`config.mk`:
```
export PLATFORM = sky130hd
export DESIGN_NAME = tla_com_ctrl
export DESIGN_NICKNAME = d
export VERILOG_FILES = /design/src/rtl/tla_com_ctrl_pkg.sv /design/src/rtl/tla_com_ctrl_onehot_dec.sv /design/src/rtl/tla_com_ctrl.sv
export SDC_FILE = /design/constraint.sdc
export NUM_CORES = 1
export LEC_CHECK = 0
export ABC_AREA = 0
export CAP_MARGIN = 25
export CORE_UTILIZATION = 55
export DETAILED_ROUTE_END_ITERATION = 10
export PLACE_DENSITY = 0.81
export SLEW_MARGIN = 25
export SYNTH_ARGS = -nofsm -noshare
export SYNTH_HDL_FRONTEND = slang
export SYNTH_HIERARCHICAL = 1
export SYNTH_SLANG_ARGS = --single-unit
export TNS_END_PERCENT = 30
```
`constraint.sdc`:
```
create_clock -name Ga_clk200 -period 5.2 [get_ports Ga_clk200]
set_input_delay 0.78 -clock Ga_clk200 [delete_from_list [all_inputs] [get_ports Ga_clk200]]
set_output_delay 0.78 -clock Ga_clk200 [all_outputs]
set_load 0.005 [all_outputs]
```
`src/rtl/tla_com_ctrl_pkg.sv`:
```
// Shared definitions for the TLA pulse controller: default widths, FSM encoding
// and the saturating completed-pulse counter step.
package tla_com_ctrl_pkg;

    localparam int TLA_TOP0_0 = 3;
    localparam int TLA_LDD0_0 = 32;

    typedef enum logic [1:0] {
        ST_IDLE = 2'd0,
        ST_HIGH = 2'd1,
        ST_GAP  = 2'd2
    } tla_state_e;

    function automatic logic [15:0] sat_inc16(input logic [15:0] v);
        return (v == 16'hFFFF) ? v : v + 16'd1;
    endfunction

endpackage

```
`src/rtl/tla_com_ctrl_onehot_dec.sv`:
```
// Binary window select to one-hot channel enable.
module tla_onehot_dec #(
    parameter int W = 3
) (
    input  logic [W-1:0]        sel,
    output logic [(1<<W)-1:0]   onehot
);

    always_comb begin
        onehot      = '0;
        onehot[sel] = 1'b1;
    end

endmodule

```
`src/rtl/tla_com_ctrl.sv`:
```
// Pulse/gap sequencer: an accepted open drives a single or repeating pulse on
// the selected channel until it finishes or is closed.
//
// state   | meaning
// IDLE    | waiting for an open with nonzero pulse length
// HIGH    | pulse asserted, timer counts latched pulse length
// GAP     | repeat mode only, pulse low, timer counts latched gap length
module tla_com_ctrl
    import tla_com_ctrl_pkg::*;
#(
    parameter int TOP0_0 = TLA_TOP0_0,
    parameter int LDD0_0 = TLA_LDD0_0
) (
    input  logic                     Ga_clk200,
    input  logic                     Gc_rst,
    input  logic                     Ga_com_open,
    input  logic                     Ga_com_close,
    input  logic                     Ga_cap_mode,
    input  logic [TOP0_0-1:0]        Ga_com_wdis,
    input  logic [LDD0_0-1:0]        Ga_com_plus,
    input  logic [LDD0_0-1:0]        Ga_cap_plus,
    output logic                     Ga_pulse,
    output logic [(1<<TOP0_0)-1:0]   Ga_chan_en,
    output logic [TOP0_0-1:0]        Ga_wdis,
    output logic                     Ga_busy,
    output logic                     Ga_err,
    output logic [15:0]              Ga_cnt
);

    localparam logic [LDD0_0-1:0] TMR_ONE = {{(LDD0_0-1){1'b0}}, 1'b1};

    tla_state_e          state_q, state_d;
    logic                mode_q, mode_d;
    logic [TOP0_0-1:0]   wdis_q, wdis_d;
    logic [LDD0_0-1:0]   plus_q, plus_d;
    logic [LDD0_0-1:0]   gap_q, gap_d;
    logic [LDD0_0-1:0]   tmr_q, tmr_d;
    logic [15:0]         cnt_q, cnt_d;
    logic                err_d;
    logic [(1<<TOP0_0)-1:0] chan_d;

    tla_onehot_dec #(.W(TOP0_0)) u_dec (
        .sel    (wdis_d),
        .onehot (chan_d)
    );

    always_comb begin
        state_d = state_q;
        mode_d  = mode_q;
        wdis_d  = wdis_q;
        plus_d  = plus_q;
        gap_d   = gap_q;
        tmr_d   = tmr_q;
        cnt_d   = cnt_q;
        err_d   = 1'b0;
        unique case (state_q)
            ST_IDLE: begin
                if (Ga_com_open && !Ga_com_close) begin
                    if (Ga_com_plus == '0) begin
                        err_d = 1'b1;
                    end else begin
                        mode_d  = Ga_cap_mode;
                        wdis_d  = Ga_com_wdis;
                        plus_d  = Ga_com_plus;
                        gap_d   = (Ga_cap_plus == '0) ? TMR_ONE : Ga_cap_plus;
                        tmr_d   = Ga_com_plus;
                        cnt_d   = '0;
                        state_d = ST_HIGH;
                    end
                end
            end
            ST_HIGH: begin
                // close takes priority over a pulse completing on the same edge
                if (Ga_com_close) begin
                    state_d = ST_IDLE;
                end else if (tmr_q == TMR_ONE) begin
                    cnt_d = sat_inc16(cnt_q);
                    if (mode_q) begin
                        state_d = ST_GAP;
                        tmr_d   = gap_q;
                    end else begin
                        state_d = ST_IDLE;
                    end
                end else begin
                    tmr_d = tmr_q - TMR_ONE;
                end
            end
            ST_GAP: begin
                if (Ga_com_close) begin
                    state_d = ST_IDLE;
                end else if (tmr_q == TMR_ONE) begin
                    state_d = ST_HIGH;
                    tmr_d   = plus_q;
                end else begin
                    tmr_d = tmr_q - TMR_ONE;
                end
            end
            default: state_d = ST_IDLE;
        endcase
    end

    // Outputs are registered from next-state so they line up with the state.
    always_ff @(posedge Ga_clk200 or posedge Gc_rst) begin
        if (Gc_rst) begin
            state_q    <= ST_IDLE;
            mode_q     <= 1'b0;
            wdis_q     <= '0;
            plus_q     <= '0;
            gap_q      <= '0;
            tmr_q      <= '0;
            cnt_q      <= '0;
            Ga_pulse   <= 1'b0;
            Ga_chan_en <= '0;
            Ga_wdis    <= '0;
            Ga_busy    <= 1'b0;
            Ga_err     <= 1'b0;
        end else begin
            state_q    <= state_d;
            mode_q     <= mode_d;
            wdis_q     <= wdis_d;
            plus_q     <= plus_d;
            gap_q      <= gap_d;
            tmr_q      <= tmr_d;
            cnt_q      <= cnt_d;
            Ga_pulse   <= (state_d == ST_HIGH);
            Ga_chan_en <= (state_d == ST_HIGH) ? chan_d : '0;
            Ga_wdis    <= (state_d != ST_IDLE) ? wdis_d : '0;
            Ga_busy    <= (state_d != ST_IDLE);
            Ga_err     <= err_d;
        end
    end

    assign Ga_cnt = cnt_q;

endmodule

```
# Word level (Yosys, flattened, before mapping)
# Cells that the tools add are included.
[word_totals]
latchBits = 0
n_memories = 0
output_inout_bits = 30
regBits = 132
inputBits = 72
elab_cells = 74
mem_bits_ro = 0
mem_bits_rw = 0
[classes]
n_reduce_logical = 12
n_lt_le_gt_ge = 2
n_eq_ne = 12
mul = 0
n_bitwise = 1
shift = 0
addsub = 2
div = 0
muxes = 33
[op_table]
columns = ["cell", "count"]
rows = [
  ["two-way mux 32 bit", 8],
  ["one-hot mux 32 bit (3 select lines)", 1],
  ["two-way mux 16 bit", 5],
  ["zero test 32 bit", 2],
  ["equality test 32 x 1 -> 1 bit, second input constant", 1],
  ["one-hot mux 16 bit (2 select lines)", 1],
  ["subtractor 32 x 1 -> 32 bit, second input constant", 1],
  ["adder 16 x 1 -> 16 bit, second input constant", 1],
  ["equality test 16 bit, second input constant", 1],
  ["two-way mux 2 bit", 7],
  ["two-way mux 3 bit", 4],
  ["!= test 2 bit, second input constant", 6],
  ["AND reduction 6 bit", 2],
  ["two-way mux 8 bit", 1],
  ["one-hot mux 2 bit (3 select lines)", 1],
  ["equality test 2 x 1 -> 1 bit, second input constant", 2],
  ["< comparator 3 x 4 -> 1 bit, second input constant", 1],
  ["two-way mux 1 bit", 4],
  ["nonzero test 2 bit", 2],
  ["demux 1 bit (select 3 bit)", 1],
  [">= comparator 3 x 1 -> 1 bit, second input constant", 1],
  ["!= test 3 bit, second input constant", 1],
  ["AND reduction 3 bit", 1],
  ["nonzero test 3 bit", 1],
  ["other kinds (5)", 6],
]

# Depth between registers and ports, before layout
[logic_depth]
word_depth = 9
mapped_depth = 11
depth_no_buf = 8

# Modules after synthesis
# The synthesis kept the hierarchy.
[modules_own_cells]
columns = ["module", "cells_per_inst", "seq_area_each_um2", "n_inst", "area_per_inst_um2"]
rows = [
  ["tla_com_ctrl", 702, 3303.2, 1, 6974.2],
  ["tla_onehot_dec", 8, 0.0, 1, 65.1],
]

# Worst setup path after synthesis
# Ideal clock, no wire load.
[synth_timing]
path_kind = "input to register"
start = "input Ga_com_plus[19]"
end = "register Ga_chan_en[6]"
required_time_ps = 5095
arrival_ps = 2929
setup_time_ps = 105
path_buffers = 2
cell_stages = 10
slack_ps = 2165
path_cell_list = "nor4_1 -> nand4_1 -> o21ai_0 -> or2_2 -> clkbuf_1 -> clkbuf_1 -> mux2i_1 -> inv_1 -> and3b_2 -> nor4b_1"
[synth_via]
elab_chain_len = 9
elab_cells_between_ends = 14
cone_classes = "order compare (2); eq/ne (1); mux (9); reduce/logical (2)"
[synth_lines]
columns = ["element", "line_no", "text"]
rows = [
  ["start: declaration", "tla_com_ctrl.sv:20", "input logic [LDD0_0-1:0] Ga_com_plus,"],
  ["zero test 32 bit (*)", "tla_com_ctrl.sv:59", "if (Ga_com_plus == '0) begin"],
  ["two-way mux 3 bit (*)", "tla_com_ctrl.sv:59", ""],
  ["two-way mux 3 bit (*)", "tla_com_ctrl.sv:58", "if (Ga_com_open && !Ga_com_close) begin"],
  ["two-way mux 3 bit (*)", "tla_com_ctrl.sv:56", "unique case (state_q)"],
  ["via wdis_d[0]", "tla_com_ctrl.sv:34", "logic [TOP0_0-1:0] wdis_q, wdis_d;"],
  ["< comparator 3 x 4 -> 1 bit (not written as such) / >= comparator 3 x 1 -> 1 bit (equally long branches)", "tla_com_ctrl_onehot_dec.sv:11", "onehot[sel] = 1'b1;"],
  ["logical AND 1 bit (not written as such)", "tla_com_ctrl_onehot_dec.sv:11", ""],
  ["two-way mux 1 bit (not written as such)", "tla_com_ctrl_onehot_dec.sv:11", ""],
  ["demux 1 bit (select 3 bit) (*)", "--", ""],
  ["via chan_d[6]", "tla_com_ctrl.sv:40", "logic [(1<<TOP0_0)-1:0] chan_d;"],
  ["two-way mux 8 bit (*)", "tla_com_ctrl.sv:126", "Ga_chan_en <= (state_d == ST_HIGH) ? chan_d : '0;"],
  ["end signal: assignment", "tla_com_ctrl.sv:126", ""],
  ["end: declaration", "tla_com_ctrl.sv:23", "output logic [(1<<TOP0_0)-1:0] Ga_chan_en,"],
]
# Mark *: on every way through the listed nets, which the timed path passes. The rest lies on a longest branch.
# A chain may end at the register's enable or synchronous reset.

# Worst setup path in the final report
[layout_timing]
start = "input Ga_com_plus[0]"
end = "register Ga_chan_en[3]"
# The elaborated chain is that of the path after synthesis.

==> impl_metrics.json <==
{
  "outcome": "complete, no violations",
  "power_mw": 4.71,
  "antenna_left": 0,
  "switching_share": 0.368,
  "period_needed_ns": 3.93,
  "clock.fmax_ghz": 0.254,
  "grt_pass1_wl_mm": 33.3,
  "rsz0062_at_grt": "false",
  "htree_levels": 4,
  "cp.arrival_ns": 4.25,
  "synth-async-reset-ratio": 1.00,
  "hold_violations": 0,
  "cts_buffers": 17,
  "nNetsFinal": 874,
  "pwr-share-clk": 0.267,
  "vias_per_cell": 6.68,
  "sequentialPowerShare": 0.391,
  "die_area_sq_um": 13300,
  "slew_headroom": 0.299,
  "synth_area_leaders": "dfrtp_1, mux2_2, a21oi_1, nor2_1, o21ai_0",
  "drv_slew": 0,
  "hold_depth": 1,
  "hpwlAfterDp_mm": 14.0,
  "peakVddDrop_v": 0.000344,
  "diodes": 0,
  "grt_pass1_vias": 6220,
  "holdCritPathClass": "reg2reg",
  "cts.sinks": 132,
  "syn-instance-count": 710,
  "synth_cell_type_count": 59,
  "cellLeakagePower_nw": 3.54,
  "worstReg2RegEnd": "Ga_chan_en[3]$_DFF_PP0_",
  "clkTransAtPathRegs_ns": 0.06,
  "grt_use_total": 0.336,
  "clockBufferDepth": 2,
  "portBuffers": 101,
  "die_y_um": 115,
  "hold_end": "plus_q[2]$_DFFE_PP0P_",
  "worstSetupPathType": "in2reg",
  "cts_tree": "yes",
  "reg2reg_from": "tmr_q[8]$_DFFE_PP0P_",
  "rows": 40,
  "overflow": 0,
  "post_cts_buffers": 0,
  "fill_cells": 849,
  "wl_per_cell_um": 21.6,
  "yosysSeqAreaShare": 0.469,
  "p_per_area_nw_per_um2": 534,
  "ys.flop_type": "dfrtp_1",
  "vias": 6515,
  "grt_max_degree": 69,
  "worst_pin_slew_ns": 1.05,
  "die_x_um": 115,
  "fin_crit_sh": 0.756,
  "ctsResizeCount": 0,
  "gp_congestion": 0.867,
  "hp-start": "plus_q[2]$_DFFE_PP0P_",
  "clock_skew_ns": 0.00755,
  "wl_mm": 21.1,
  "drtPass1Iterations": 5,
  "drt_iter0_drc": 727,
  "final.setup.tns_ns": 0,
  "startpoint_type": "input port",
  "p_int_mw": 2.98,
  "clk_latency_ns": 0.43,
  "synth_top_area_frac": 0.469,
  "core-area_sq_um": 12300,
  "area_growth_pct": 25.5,
  "endpoint_kind": "register",
  "drive_above_1_share": 0.161,
  "cts-root-buf": "clkbuf_16",
  "synth-edff-count": 0,
  "pwr-share-comb": 0.342,
  "drc_errors": 0,
  "yosysWarnings": 6,
  "maxCapViolCount": 0,
  "r2r.worst_path.cells": 6,
  "worst-path-max-fanout": 18,
  "grt_antenna_before_repair": 1,
  "finalSetupViolations": 0,
  "reg2reg_slack_ns": 1.86,
  "ys_ff_latch": 132,
  "io-pin-count": 102,
  "yosysTopAreaCell": "dfrtp_1",
  "start_util": 0.574,
  "cts_hold_buf": 0,
  "netSwitchingPower_mw": 1.73,
  "cp_data_required_time_ns": 5.52,
  "synth_nets": 789,
  "syn_avg_cell_area_sq_um": 9.91,
  "syn_area_sq_um": 7040
}
## layout make-up
type | count | area [sq um] | share of cell area
Inverter | 18 | 70.1 | 0.00793
Clock inverter | 14 | 176 | 0.0200
Multi-Input combinational cell | 512 | 3510 | 0.398
Sequential cell | 132 | 3300 | 0.374
Timing Repair Buffer | 114 | 1120 | 0.127
Clock buffer | 18 | 439 | 0.0497
Tap cell | 168 | 210 | 0.0238
## how the worst max path moves through the flow
stage | end | cells past startpoint | start | slack (ns)
global route | Ga_chan_en[0]$_DFF_PP0_ | 9 | Ga_com_plus[0] | 1.17
global placement | Ga_chan_en[3]$_DFF_PP0_ | 8 | Ga_com_plus[1] | 1.04
floorplan | Ga_busy$_DFF_PP0_ | 1 | Gc_rst | 0.89
detailed placement | Ga_chan_en[2]$_DFF_PP0_ | 8 | Ga_com_plus[0] | 1.0
CTS | Ga_chan_en[2]$_DFF_PP0_ | 8 | Ga_com_plus[0] | 1.40
finish | Ga_chan_en[3]$_DFF_PP0_ | 8 | Ga_com_plus[0] | 1.27
## worst max-delay path: stages
cell and delay, ns:
clkdlybuf4s50_1 0.45, nor4_1 0.72, nand4_1 0.29, o21ai_0 0.45, or2_2 0.56, mux2_2 0.48
and3b_2 0.25, nor4b_1 0.26
## metrics by stage
step           instances  setup WS (ns)  instance area [sq um]   util  hold slack, ns
2_1_floorplan        710          0.894                   7040      -           0.465
3_3_place_gp         944           1.04                   8210  0.670           0.481
6_report             976           1.27                   8830  0.720           0.508
4_1_cts              976           1.40                   8830  0.720           0.504
5_1_grt              976           1.17                   8830  0.720           0.510
3_5_place_dp         944          0.999                   8220  0.670           0.486
## per-layer routing
metal  track usage  wire length, um
met1         0.448             8420
met2         0.520             9990
met3        0.0980             2220
met4         0.127              440
met5             0               13
## placed cells by master (no fill, tap or decap), types with 17 or more instances in the layout
cell             count
a21oi_1             52
clkbuf_16           17
clkdlybuf4s50_1    101
dfrtp_1            132
inv_1               17
mux2_2              65
nand2_1             34
nand3_1             31
nor2_1              57
nor3_1              17
nor4_1              30
o21ai_0             39
## cell usage after synthesis, drive strengths merged (3+ instances only)
library cell,n
xnor2,14
and2,3
a31oi,10
nand3,31
a22o,4
ha,7
nor2,57
xor2,5
or2,5
or4,8
o31ai,3
o221ai,3
o2111ai,3
nor2b,4
a21oi,52
buf,4
a22oi,13
nand4,11
a21o,6
or3,9
mux2,65
mux2i,5
o41ai,5
inv,18
o211ai,11
nor3b,5
a221oi,3
dfrtp,132
nor4,31
nor3,19
o21a,4
nand2,34
o211a,3
o21ai,39
and3b,3
o22a,3
nor4b,12
clkbuf,44
and3,3
## cell families after synthesis
kind of cell,count (synthesis),synth area share
multiplexers,70,0.111
AO/OA/AOI/OAI,176,0.162
flip-flops,132,0.469
adder cells (fa/ha/maj),7,0.0124
buffers and inverters,66,0.0363
XOR/XNOR,19,0.0236
AND/OR/NAND/NOR,240,0.185
## flip-flops by register name, summed over array words and instances (netlist names)
signal / cells
wdis_q: 3
Ga_pulse: 1
Ga_cnt: 16
Ga_wdis: 3
Ga_busy: 1
gap_q: 32
tmr_q: 32
Ga_err: 1
mode_q: 1
Ga_chan_en: 8
state_q: 2
plus_q: 32
## power by group through the flow
| stage | logic (mW) | clock network [mW] | registers (mW) |
|---|---|---|---|
| after floorplan | 1.12 | 0 | 1.70 |
| after global placement | 1.51 | 0 | 1.80 |
| after detailed placement | 1.57 | 0 | 1.82 |
| after CTS | 1.59 | 1.26 | 1.82 |
| after global routing | 1.75 | 1.31 | 1.88 |
| final | 1.61 | 1.26 | 1.84 |
Note: power is estimated with default switching activity, not from simulation.
